$ cat config.mk
export PLATFORM = sky130hd
export DESIGN_NAME = rx_receiver
export DESIGN_NICKNAME = d
export VERILOG_FILES = /design/src/rtl/rx_receiver.sv
export SDC_FILE = /design/constraint.sdc
export NUM_CORES = 1
export LEC_CHECK = 0
export BUFFER_PORTS_ARGS = -buffer_cell sky130_fd_sc_hd__clkbuf_2
export CAP_MARGIN = 20
export CORE_ASPECT_RATIO = 0.75
export CORE_MARGIN = 5
export CORE_UTILIZATION = 36
export CTS_CLUSTER_DIAMETER = 30
export DETAILED_ROUTE_END_ITERATION = 12
export PLACE_DENSITY_LB_ADDON = 0.05
export SYNTH_ARGS = -nofsm -noshare
export SYNTH_HDL_FRONTEND = slang
export SYNTH_SLANG_ARGS = --single-unit
export TNS_END_PERCENT = 20
$ cat constraint.sdc
create_clock -name clock -period 4.2 [get_ports clock]
set_clock_uncertainty 0.1 [all_clocks]
set_input_delay 0 -clock clock [delete_from_list [all_inputs] [get_ports clock]]
set_output_delay 0 -clock clock [all_outputs]
set_load 0.05 [all_outputs]
$ cat src/rtl/rx_receiver.sv
// rtl/rx_receiver.sv - 8N1 serial receiver, oversampled by baudTick, with framing-error flag
// Synchronizes rx, centres on the start bit, then samples each bit once per OVERSAMPLE ticks.

module rx_receiver #(
   parameter int OVERSAMPLE = 16
) (
   input  logic       clock,
   input  logic       reset,
   input  logic       baudTick,
   input  logic       rx,
   output logic [7:0] rx_out,
   output logic       rx_done,
   output logic       frame_error,
   output logic [1:0] static_state
);

   localparam int CW = $clog2(OVERSAMPLE);
   localparam logic [CW-1:0] HALF_LAST = CW'(OVERSAMPLE / 2 - 1);
   localparam logic [CW-1:0] FULL_LAST = CW'(OVERSAMPLE - 1);

   typedef enum logic [1:0] {
      IDLE  = 2'd0,
      START = 2'd1,
      DATA  = 2'd2,
      STOP  = 2'd3
   } state_t;

   state_t          state_q;
   state_t          state_n;
   logic            rx_meta;
   logic            rx_s;
   logic [CW-1:0]   count;
   logic [CW-1:0]   count_n;
   logic [2:0]      bit_idx;
   logic [2:0]      bit_idx_n;
   logic [7:0]      shift_reg;
   logic [7:0]      shift_n;
   logic [7:0]      rx_out_n;
   logic            rx_done_n;
   logic            frame_error_n;

   // Synchronizer resets to the idle line level so release never looks like a start bit.
   always_ff @(posedge clock or negedge reset) begin
      if (!reset) begin
         rx_meta <= 1'b1;
         rx_s    <= 1'b1;
      end else begin
         rx_meta <= rx;
         rx_s    <= rx_meta;
      end
   end

   always_ff @(posedge clock or negedge reset) begin
      if (!reset) begin
         state_q     <= IDLE;
         count       <= '0;
         bit_idx     <= 3'd0;
         shift_reg   <= 8'h00;
         rx_out      <= 8'h00;
         rx_done     <= 1'b0;
         frame_error <= 1'b0;
      end else begin
         state_q     <= state_n;
         count       <= count_n;
         bit_idx     <= bit_idx_n;
         shift_reg   <= shift_n;
         rx_out      <= rx_out_n;
         rx_done     <= rx_done_n;
         frame_error <= frame_error_n;
      end
   end

   always_comb begin
      state_n       = state_q;
      count_n       = count;
      bit_idx_n     = bit_idx;
      shift_n       = shift_reg;
      rx_out_n      = rx_out;
      rx_done_n     = 1'b0;
      frame_error_n = frame_error;

      unique case (state_q)
         IDLE: begin
            if (!rx_s) begin
               state_n = START;
               count_n = '0;
            end
         end

         START: begin
            if (baudTick) begin
               if (count == HALF_LAST) begin
                  count_n = '0;
                  if (!rx_s) begin
                     state_n   = DATA;
                     bit_idx_n = 3'd0;
                  end else begin
                     state_n = IDLE;
                  end
               end else begin
                  count_n = count + CW'(1);
               end
            end
         end

         DATA: begin
            if (baudTick) begin
               if (count == FULL_LAST) begin
                  count_n = '0;
                  shift_n = {rx_s, shift_reg[7:1]};
                  if (bit_idx == 3'd7) begin
                     state_n   = STOP;
                     bit_idx_n = 3'd0;
                  end else begin
                     bit_idx_n = bit_idx + 3'd1;
                  end
               end else begin
                  count_n = count + CW'(1);
               end
            end
         end

         STOP: begin
            if (baudTick) begin
               if (count == FULL_LAST) begin
                  count_n = '0;
                  state_n = IDLE;
                  // A low stop bit keeps the previous good byte visible.
                  if (rx_s) begin
                     rx_out_n      = shift_reg;
                     rx_done_n     = 1'b1;
                     frame_error_n = 1'b0;
                  end else begin
                     frame_error_n = 1'b1;
                  end
               end else begin
                  count_n = count + CW'(1);
               end
            end
         end

         default: state_n = IDLE;
      endcase
   end

   assign static_state = state_q;

endmodule

Word level (Yosys, flattened, before mapping)
Cells that the tools add are included.
{"block": "classes", "add_sub_neg": 2, "reduce_logical": 9, "n_mux": 28, "n_eq_ne": 16}
{"operator": "two-way mux 4 bit", "n": 5}
{"operator": "two-way mux 2 bit", "n": 9}
{"operator": "two-way mux 3 bit", "n": 6}
{"operator": "inequality test 2 bit, second input constant", "n": 9}
{"operator": "case mux 4 bit (3 select lines)", "n": 1}
{"operator": "AND reduction 3 bit", "n": 3}
{"operator": "case mux 2 bit (4 select lines)", "n": 1}
{"operator": "AND reduction 8 bit", "n": 1}
{"operator": "case mux 3 bit (2 select lines)", "n": 1}
{"operator": "AND reduction 6 bit", "n": 1}
{"operator": "two-way mux 1 bit", "n": 5}
{"operator": "adder 4 x 1 -> 4 bit, second input constant", "n": 1}
{"operator": "equality test 2 bit, second input constant", "n": 2}
{"operator": "equality test 4 x 3 -> 1 bit, second input constant", "n": 1}
{"operator": "equality test 4 bit, second input constant", "n": 1}
{"operator": "AND reduction 4 bit", "n": 1}
{"operator": "adder 3 x 1 -> 3 bit, second input constant", "n": 1}
{"operator": "equality test 3 bit, second input constant", "n": 1}
{"operator": "equality test 2 x 1 -> 1 bit, second input constant", "n": 1}
{"operator": "logical NOT 2 bit", "n": 1}
{"operator": "inequality test 2 x 1 -> 1 bit, second input constant", "n": 1}
{"operator": "nonzero test 2 bit", "n": 1}
{"operator": "OR reduction 2 bit", "n": 1}
{"block": "totals", "output_inout_bits": 12, "ff_bits": 29, "elab_cells": 64}

Logic depth before layout (Yosys ltp)
Gate-level depths: netlist of the first run.
{"block": "depth", "depth_word": 5, "mapped_depth": 6, "mapped_depth_nobuf": 6}

Least setup slack after synthesis of the first run
OpenSTA, ideal clock, no wires.
{"block": "synth_path", "path_kind": "register to register", "startpoint": "register with a tool-made name", "endpoint": "register rx_out[0]", "n_path_buf": 1, "path_stages_with_launch": 6, "arrival_ns": 1.516, "period_less_slack_ns": 1.740, "path_slack_ns": 2.460, "setup_time_ns": 0.125, "required_ns": 3.975, "path_cell_list": "dfrtp_1 -> buf_2 -> nand2_1 -> nor2_1 -> nand2_2 -> mux2_2"}
{"item": "end signal, assigned", "line": "67", "rtl": "rx_out <= rx_out_n;"}
{"item": "end, declared", "line": "11", "rtl": "output logic [7:0] rx_out,"}

Worst setup path after layout of the first run
{"block": "layout_path", "startpoint": "register count[0]", "endpoint": "register bit_idx[1]"}
{"block": "layout_via", "elab_chain_cells": 3}
{"item": "start, declared", "line": "32", "rtl": "logic [CW-1:0] count;"}
{"item": "start signal, assigned", "line": "64", "rtl": "count <= count_n;"}
{"item": "equality test 4 bit or equality test 4 x 3 -> 1 bit (tied branches)", "line": "108, 92"}
{"item": "inequality test 2 bit (no source line)"}
{"item": "AND reduction 6 bit (no source line) *"}
{"item": "end signal, assigned", "line": "65", "rtl": "bit_idx <= bit_idx_n;"}
{"item": "end, declared", "line": "34", "rtl": "logic [2:0] bit_idx;"}
Mark *: on every way between the ends. The rest lies on a longest branch, timed or not.
A chain may end at the register's enable or synchronous reset.

==> metrics.txt, run 1 <==
status=finished clean; Fillers=between 300 and 400; total track usage=~11%; DR vias=790; initial core utilization=a little under two fifths; root buf cell=clkbuf_8; post-synthesis sequential area ratio=a little under three fifths; fin. max-slew vios=0; area of the mapped netlist=between 0.001 and 0.0015 mm2; R2R Setup Slk=approximately 2000 ps; slowest CP cell=nor3b_2; Die W=78.8 um; GRT overflow=0; first-pass GRT wire length=3.79 mm; Compound-Gate Fraction of Synth Area=9.11%; Core Area=about 0.0034 mm2; Final ANT Viol Nets=0; cell taking the most area after synthesis=dfrtp_1; Port Buffers=15; total of max-cap violations=0; WP depth=5; Setup Buffers After CTS=0; post-CTS sizing=0; Avg WL per Cell=approximately 14 um; Post-Synth XOR/XNOR Area=between 1 and 1.5%; Worst Path Arrival=about 2200 ps; crit path capture=bit_idx[1]; critical path's top delay family=simple AND/OR/NAND/NOR gates; reg2reg path depth=5; pre-CTS setup slack=around 2000 ps; CP Data Required Time=4260 ps; worst setup path category=reg2reg; antenna violations before repair=0; H-tree Lvls=2; Area growth syn-to-layout=16.6%; largest net degree at the start of global routing=30; mux contribution to synthesized area=approximately 16%; number of failing hold endpoints at the final stage=0; final net count=125; Synth Area in Adders=2.94%; Num CTS Buffers=5; Final Critical Period=about 2200 ps; DR iter-0 viols=69; Synth Area in Simple Gates=slightly above 10%; share of layout cells above drive strength 1=between 30% and 40%; Final Cycle Share=approximately half; Cell Rows=18; Finish-stage setup viols=0; Comb pwr share=a little under a quarter; power share of the sequential group=a little under half; CTS tree=built; RSZ-0062 raised after global routing=no; Switch Pwr=about 0.27 mW; Internal Pwr Total=between 0.5 and 0.6 mW; Routed WL=approximately 2.2 mm; CP max FO=12; Initial DRT Pass Iterations=4; CP startpoint=count[0]; synth unique cells=32; Yosys warning total=0; Seq cells post-synth=29; n_diodes=0; FF-to-FF End=bit_idx[1]; fin worst setup slack=slightly above 2000 ps; vias in the first global route=778; largest family of logic cells by synthesized area=multiplexers; vias per inst=4.97; Reg clk slew, reported paths=around 60 ps; Fmax achieved=between 400 and 500 MHz; Mapped Nets=~110; static leakage=approximately 0.75 nW; Power per Cell Area=about 540 mW/mm2; Switching Share=33.6%; Synth top area share=52.9%; WP buf/inv=0; Worst VDD drop=~0.20 mV; gpl congestion=~0.74; sum of negative setup slack=0 ps; Area contributors post-synth=dfrtp_1, mux2_2, dfstp_2; Critical R2R Launch=count[0]; clock power share=30.8%; kind of end point of the critical path=register; Worst Setup Start Kind=register; clock buffer depth=2; Slew @ Worst Pin=between 800 and 900 ps; relative slew slack=between 40% and 50%; Hold Path Cell Cnt=3; syn_area_per_cell=12.8 um2; # IOs=16; worst hold path class=in2reg; synthesized instance count=100; Largest stage delay, worst path=approximately 700 ps; Remaining DRCs=0; Clk Latency, worst-skew pair=between 200 and 300 ps; Die Y=61.6 um; Sink Count=29; Hold-fix buffers, CTS=2; critical path, cell by cell=ha_1 > nand4_2 > nor3b_2 > nor2_1 > a32o_1; die area=roughly 0.0049 mm2
## cell families (layout without fill, tap and decap cells)
logic type	after synthesis	count (layout)
DFF	29	29
and+or+nand+nor	23	23
muxes	18	18
AOI/OAI and AO/OA	16	16
buffers and inverters	9	28
adders and majority gates	3	3
xor gates and xnor gates	2	2
## layer usage
layer	track usage [%]	up-vias	routed length (um)
li1	-	397	-
met1	15.6	376	1190
met2	14.0	15	864
met5	0	-	0
met4	4.49	0	18
met3	4.09	2	108
## synthesized netlist by cell type
| cell | n |
|---|---|
| o32a_1 | 1 |
| o21a_1 | 1 |
| nor2_1 | 7 |
| o21ai_0 | 3 |
| nand2_1 | 3 |
| nand2_2 | 1 |
| nor3b_1 | 1 |
| nand4_2 | 1 |
| dfstp_2 | 2 |
| mux2_2 | 17 |
| nor3_1 | 1 |
| a21oi_1 | 3 |
| ha_1 | 3 |
| o31ai_1 | 1 |
| nand3_1 | 4 |
| nand4_1 | 1 |
| dfrtp_1 | 27 |
| buf_6 | 1 |
| a22o_1 | 1 |
| buf_2 | 4 |
| nand3b_1 | 1 |
| a21o_1 | 2 |
| inv_1 | 3 |
| o22a_1 | 1 |
| a32o_1 | 2 |
| xor2_1 | 2 |
| nor4_1 | 1 |
| clkbuf_1 | 1 |
| and3b_1 | 1 |
| a31o_2 | 1 |
| mux2i_1 | 1 |
| nor3b_2 | 1 |
## worst min-delay path by stage
stage	from	endpoint
after floorplan	reset	async pin
after global placement	reset	rx_out[7]
after detailed placement	rx	rx_meta
after CTS	baudTick	frame_error
after global routing	baudTick	frame_error
final	baudTick	frame_error
## worst reg2reg max path: cells and delay by family, from the launching register on
family | cells | cell delay (ps)
AND/OR/NAND/NOR | 3 | 1050
flip-flops | 1 | 390
adder cells (fa/ha/maj) | 1 | 290
AO/OA/AOI/OAI | 1 | 240
## layout by cell type, fill, tap and decap left out, types with 2 or more instances in the layout
master / n
o21ai_0: 3
ha_1: 3
dlygate4sd3_1: 2
xor2_1: 2
mux2_2: 17
clkbuf_2: 15
clkbuf_8: 7
a32o_1: 2
nand3_1: 4
nand2_1: 3
a21o_1: 2
dfstp_2: 2
a21oi_1: 3
dfrtp_1: 27
nor2_1: 7
inv_1: 3
## area by class of cell
class / count / area [um2] / share of cell area, %
tap: 40 / 50.0 / 3.36
multi-input combinational: 62 / 503 / 33.8
clock inverter: 1 / 5.00 / 0.336
inverter: 3 / 11.3 / 0.756
sequential: 29 / 728 / 48.9
timing repair buffer: 17 / 95.1 / 6.39
clock buffer: 7 / 96.3 / 6.47
## per-stage QoR
stage / power [mW] / cells / cell area, um2 / utilization (%) / hold WS [ps]
after floorplan: 0.521 / 100 / 1280 / - / -396
after global placement: 0.558 / 149 / 1370 / 40.8 / -10.6
after detailed placement: 0.562 / 149 / 1370 / 40.8 / -9.61
after CTS: 0.815 / 159 / 1490 / 44.4 / 60.1
after global routing: 0.860 / 159 / 1490 / 44.4 / 113
final: 0.803 / 159 / 1490 / 44.4 / 66.5
## power groups by stage
| stage | Sequential, mW | Clock [mW] | Combinational, mW |
|---|---|---|---|
| 2_1_floorplan | 0.378 | 0 | 0.144 |
| 3_3_place_gp | 0.377 | 0 | 0.180 |
| 3_5_place_dp | 0.379 | 0 | 0.184 |
| 4_1_cts | 0.374 | 0.256 | 0.186 |
| 5_1_grt | 0.382 | 0.271 | 0.207 |
| 6_report | 0.372 | 0.247 | 0.183 |
No activity file was read; power rests on OpenSTA's default activity.
==> run 2, diff against run 1 <==
- clock period: 4.2 -> 2.3 ns (I/O delays scaled with it)
==> run 2 against run 1 <==
Wire length rose by 0.23%; critical endpoint is now shift_reg[5]; worst setup slack got worse by 1500 ps; sequential share of layout area fell by 1.3 points; non-clock buffer count rose by 1; largest power group unchanged.
==> metrics.txt, run 2 (synthesis gave the netlist of run 1 again) <==
Initial DRT Pass Iterations=4 (unchanged); number of failing hold endpoints at the final stage=0 (unchanged); final net count=126 (was 125); Clk Latency, worst-skew pair=280 ps (was 270 ps); CP Data Required Time=2370 ps (was 4260 ps); vias per inst=5.07 (was 4.97); Worst VDD drop=0.415 mV (was 0.204 mV); Critical R2R Launch=count[1] (was count[0]); CP max FO=12 (unchanged); post-route insts no fill=160 (was 159); H-tree Lvls=2 (unchanged); n_diodes=0 (unchanged); RSZ-0062 raised after global routing=no (unchanged); relative slew slack=51.9% (was 45.6%); sum of negative setup slack=0 ps (unchanged); FF-to-FF End=shift_reg[5] (was bit_idx[1]); Die Y=61.6 um (unchanged); gpl congestion=0.705 (was 0.743); Final Critical Period=1810 ps (was 2180 ps); kind of end point of the critical path=register (unchanged); total track usage=10.8% (was 10.7%); die area=0.00485 mm2 (unchanged); first-pass GRT wire length=3.77 mm (was 3.79 mm); reg2reg path depth=5 (unchanged); total of max-cap violations=0 (unchanged); most common library cell in the layout ignoring fill and taps=dfrtp_1 (unchanged); DR iter-0 viols=57 (was 69); Die W=78.8 um (unchanged); Final Core Density=45.6% (was 44.4%); worst hold slack=54.8 ps (was 66.5 ps); Final ANT Viol Nets=0 (unchanged); Reg clk slew, reported paths=70 ps (was 60 ps); final HPWL from detailed placement=~1.5 mm; Fmax achieved=553 MHz (was 460 MHz); Hold Startpoint=baudTick (unchanged); Worst Path Arrival=1870 ps (was 2230 ps); R2R Setup Slk=490 ps (was 2030 ps); Slew @ Worst Pin=721 ps (was 813 ps); root buf cell=clkbuf_8 (unchanged); Hold Path Cell Cnt=3 (unchanged); initial core utilization=38.1% (unchanged); static leakage=0.767 nW (was 0.748 nW); share of layout cells above drive strength 1=39.2% (was 38.7%); Finish-stage setup viols=0 (unchanged); Power per Cell Area=1070 mW/mm2 (was 539 mW/mm2); Worst Setup Start Kind=register (unchanged); Port Buffers=15 (unchanged); Core Area=0.00336 mm2 (unchanged); status=finished clean (unchanged); CTS tree=built (unchanged); worst hold path class=in2reg (unchanged); Remaining DRCs=0 (unchanged); GRT overflow=0 (unchanged); Cell Rows=18 (unchanged); clock buffer depth=2 (unchanged); Area growth syn-to-layout=19.7% (was 16.6%); vias in the first global route=779 (was 778); fin. max-slew vios=0 (unchanged); Sink Count=29 (unchanged); Routed WL=2.19 mm (was 2.18 mm); Final Cycle Share=78.6% (was 51.8%); worst setup path category=reg2reg (unchanged); largest net degree at the start of global routing=30 (unchanged); placed cells=150 (was 149); Num CTS Buffers=5 (unchanged); commonest cells after routing, fill and taps aside=dfrtp_1, mux2_2, clkbuf_2, nor2_1, clkbuf_8 (unchanged); worst hold endpoint=frame_error (unchanged); # IOs=16 (unchanged); Avg WL per Cell=13.7 um (about the same); antenna violations before repair=0 (unchanged); DR vias=811 (was 790)
-- run 2: cell types whose count changed in the layout (fill, tap and decap cells not counted) --
| cell | change |
|---|---|
| bufinv_16 | +2 |
| clkbuf_8 | -2 |
| buf_4 | +1 |
-- run 2: area by class of cell --
cell class	instances	area (um2)
Clock buffer	5	68.8
Clock inverter	3	65.1
Timing Repair Buffer	18	103
Multi-Input combinational cell	62	503
Fill cell	317	1830
Tap cell	40	50.0
Sequential cell	29	728
Inverter	3	11.3
-- run 2: where the power goes --
part / leakage (nW) / internal (mW) / switching (mW) / total [mW]
clock network: 0.0681 / 0.430 / 0.197 / 0.627
registers: 0.385 / 0.569 / 0.109 / 0.678
logic: 0.315 / 0.135 / 0.196 / 0.331
-- run 2: timing repair --
| action | CTS | global route |
|---|---|---|
| endpoints found under the hold margin | 28 | 0 |
| gates resized for setup | 0 | 0 |
| hold buffers | 2 | 0 |
| buffers inserted | 0 | 0 |
-- run 2: critical path, stage by stage, from the launching register on --
cell and delay, ps:
dfrtp_1 380, ha_1 290, nand4_2 170, nor3b_2 190
buf_4 210, mux2_2 350
-- run 2: worst max-delay path by stage --
stage	start	slack [ps]	cells after the start	to
floorplan	register	560	5	rx_out[0]
global placement	count[1]	520	5	shift_reg[7]
detailed placement	count[1]	490	5	shift_reg[5]
CTS	count[1]	480	5	shift_reg[5]
global route	count[1]	380	5	shift_reg[7]
finish	count[1]	490	5	shift_reg[5]
-- run 2: stage by stage --
stage | area (um2) | setup slack [ps] | power [mW]
finish | 1530 | 492 | 1.64
global route | 1530 | 383 | 1.73
CTS | 1530 | 478 | 1.66
detailed placement | 1380 | 490 | 1.02
global placement | 1380 | 521 | 1.02
floorplan | 1280 | 560 | 0.952
-- run 2: routing by layer --
metal | global-route usage [%] | vias to the layer above | share of wire, %
met1 | 14.8 | 389 | 52
met5 | 0 | - | 0
met3 | 4.53 | 5 | 5.8
met4 | 6.73 | 0 | 1.9
li1 | - | 397 | -
met2 | 13.9 | 20 | 40
==> run 3, diff against run 2 <==
- ABC_AREA: unset -> 1
- clock period: 2.3 -> 1.8 ns (I/O delays scaled with it)
==> run 3 against run 2 <==
Clock-buffer cell count rose by 2; fmax rose by 13%; synthesized cell count rose by 41%; non-clock buffer count did not move; die area rose by 1.4%; worst setup slack got worse by 290 ps; critical path depth rose by 3; sequential share of layout area fell by 0.31 points; core utilization barely moved; global-route usage rose by 0.73 points; synthesized area rose by 1.7%; clock power fell by 7.2%; highest routed layer unchanged.
==> metrics.txt, run 3 <==
Synth top area share=52.0% (was 52.9%); commonest cells after routing, fill and taps aside=nand2_1, dfrtp_1, inv_1, clkbuf_2, o21ai_1 (was dfrtp_1, mux2_2, clkbuf_2, nor2_1, clkbuf_8); fin worst setup slack=200 ps (was 492 ps); Clk Latency, worst-skew pair=280 ps (about the same); worst hold path class=in2async (was in2reg); CP Data Required Time=1860 ps (was 2370 ps); WP buf/inv=2 (was 1); most numerous cell in the Yosys netlist=nand2_1 (was dfrtp_1); Die W=79.4 um (was 78.8 um); kind of end point of the critical path=register (unchanged); final HPWL from detailed placement=1.65 mm (was 1.47 mm); Num CTS Buffers=5 (unchanged); total of max-cap violations=0 (unchanged); share of layout cells above drive strength 1=26.1% (was 39.2%); RSZ-0062 raised after global routing=no (unchanged); Final ANT Viol Nets=0 (unchanged); critical path's top delay family=simple AND/OR/NAND/NOR gates (was flip-flops); DR iter-0 viols=40 (was 57); Setup Buffers After CTS=0 (unchanged); pre-CTS setup slack=203 ps (was 490 ps); antenna violations before repair=0 (unchanged); area of the mapped netlist=0.00130 mm2 (was 0.00128 mm2); initial core utilization=38.4% (was 38.1%); slowest CP cell=dfrtp_1 (unchanged); ys flop type=dfrtp_1 (unchanged); most common library cell in the layout ignoring fill and taps=nand2_1 (was dfrtp_1); Avg WL per Cell=11.2 um (was 13.7 um); total track usage=11.5% (was 10.8%); root buf cell=clkbuf_8 (unchanged); Final Critical Period=1600 ps (was 1810 ps); Largest stage delay, worst path=380 ps (about the same); CP max FO=15 (was 12); Reg clk slew, reported paths=60 ps (was 70 ps); Seq cells post-synth=29 (unchanged); Yosys warning total=0 (unchanged); WP depth=8 (was 5); die area=0.00492 mm2 (was 0.00485 mm2); Fillers=323 (was 317); Cell Rows=18 (unchanged); vias per inst=4.64 (was 5.07); CTS tree=built (unchanged); Worst Path Arrival=1660 ps (was 1870 ps); fin. max-slew vios=0 (unchanged); R2R Setup Slk=200 ps (was 490 ps); synth unique cells=23 (was 32); Compound-Gate Fraction of Synth Area=12.8% (was 9.11%); status=finished clean (unchanged); Post-synth EDFFs=0 (unchanged); cell taking the most area after synthesis=dfrtp_1 (unchanged); Critical R2R Launch=count[0] (was count[1]); Fmax achieved=625 MHz (was 553 MHz); vias in the first global route=899 (was 779); gpl congestion=0.788 (was 0.705); largest net degree at the start of global routing=30 (unchanged); reg2reg path depth=8 (was 5); Power per Cell Area=1180 mW/mm2 (was 1070 mW/mm2); Async SR Flop Fraction=100% (unchanged); critical path, cell by cell=ha_1 > nand3_2 > inv_2 > nand3_2 > nor2_4 > inv_2 > nand2_1 > o21ai_2 (was ha_1 > nand4_2 > nor3b_2 > buf_4 > mux2_2); Final Cycle Share=88.9% (was 78.6%); Synth Area in Simple Gates=19.9% (was 10.2%); Area contributors post-synth=dfrtp_1, nand2_1, inv_1 (was dfrtp_1, mux2_2, dfstp_2); relative slew slack=52.8% (was 51.9%); mux contribution to synthesized area=0% (was 15.8%); clock buffer depth=2 (unchanged); Worst VDD drop=0.517 mV (was 0.415 mV); synth cell count leaders=nand2_1, dfrtp_1, inv_1, o21ai_1, o21ai_2 (was dfrtp_1, mux2_2, nor2_1, buf_2, nand3_1); synthesized instance count=141 (was 100); Mapped Nets=148 (was 107); FF-to-FF End=rx_out[4] (was shift_reg[5]); Worst Setup Start Kind=register (unchanged); Core Area=0.00338 mm2 (was 0.00336 mm2); syn_area_per_cell=9.21 um2 (was 12.8 um2); Final Core Density=45.6% (about the same); largest family of logic cells by synthesized area=simple AND/OR/NAND/NOR gates (was multiplexers); Initial DRT Pass Iterations=4 (unchanged); Synth Area in Adders=2.89% (was 2.94%); Die Y=62.0 um (was 61.6 um); sum of negative setup slack=0 ps (unchanged); Post-Synth XOR/XNOR Area=0.674% (was 1.37%); Port Buffers=15 (unchanged); Finish-stage setup viols=0 (unchanged); post-synthesis sequential area ratio=56.1% (was 57.0%); number of failing hold endpoints at the final stage=0 (unchanged); first-pass GRT wire length=4.20 mm (was 3.77 mm); final net count=171 (was 126); H-tree Lvls=2 (unchanged); static leakage=0.745 nW (was 0.767 nW); n_diodes=0 (unchanged); Area growth syn-to-layout=18.5% (was 19.7%); DR vias=951 (was 811); Sink Count=29 (unchanged); Slew @ Worst Pin=708 ps (was 721 ps); GRT overflow=0 (unchanged); Routed WL=2.30 mm (was 2.19 mm); Remaining DRCs=0 (unchanged); worst setup path category=reg2reg (unchanged); # IOs=16 (unchanged)
[run 3: report_power, final]
part / internal, mW / switching, mW / leakage (nW) / total [mW]
sequential: 0.714 / 0.0804 / 0.393 / 0.795
combinational: 0.132 / 0.305 / 0.297 / 0.437
clock: 0.345 / 0.237 / 0.0542 / 0.582
[run 3: per-stage QoR]
step                total power, mW  area (um2)  instances  hold slack, ps
global placement               1.23        1410        194           -12.7
detailed placement             1.24        1410        194           -10.7
global route                   1.93        1540        205             265
CTS                            1.83        1540        205             234
finish                         1.81        1540        205             207
floorplan                      1.13        1300        141            -396
[run 3: cell type report]
cell class	instances	area, um2	share of cell area [%]
sequential	29	728	47.3
multi-input combinational	88	472	30.7
timing repair buffer	18	105	6.83
clock buffer	7	96.3	6.26
inverter	22	82.6	5.37
tap	40	50.0	3.25
clock inverter	1	5.00	0.325
[run 3: cells by family after synthesis]
group                      count (synthesis)
buffers and inverters                     24
adders and majority gates                  3
AOI/OAI and AO/OA                         27
and+or+nand+nor                           57
xor gates and xnor gates                   1
DFF                                       29
[run 3: worst reg2reg max path: cells and delay by family, from the launching register on]
family	cells	cell delay (ps)
simple gates	4	470
flops	1	380
fa+ha+maj	1	240
buf+inv	2	240
compound gates	1	50
[run 3: per-layer routing]
metal	vias up	track usage, %	share of wire, %
li1	494	-	-
met1	421	16.3	53
met2	29	15.1	38
met3	7	4.47	6.3
met4	0	5.88	2.2
met5	-	0	0
[run 3: worst max path at each step]
stage | start | to
after floorplan | static_state[0] | rx_out[1]
after global placement | count[0] | rx_out[7]
after detailed placement | count[0] | rx_out[4]
after CTS | count[0] | rx_out[4]
after global routing | count[0] | shift_reg[0]
final | count[0] | rx_out[4]
[run 3: timing repair]
action	in CTS	in global routing
hold buffers	3	0
hold endpoints to repair	30	0
resized for setup	0	0
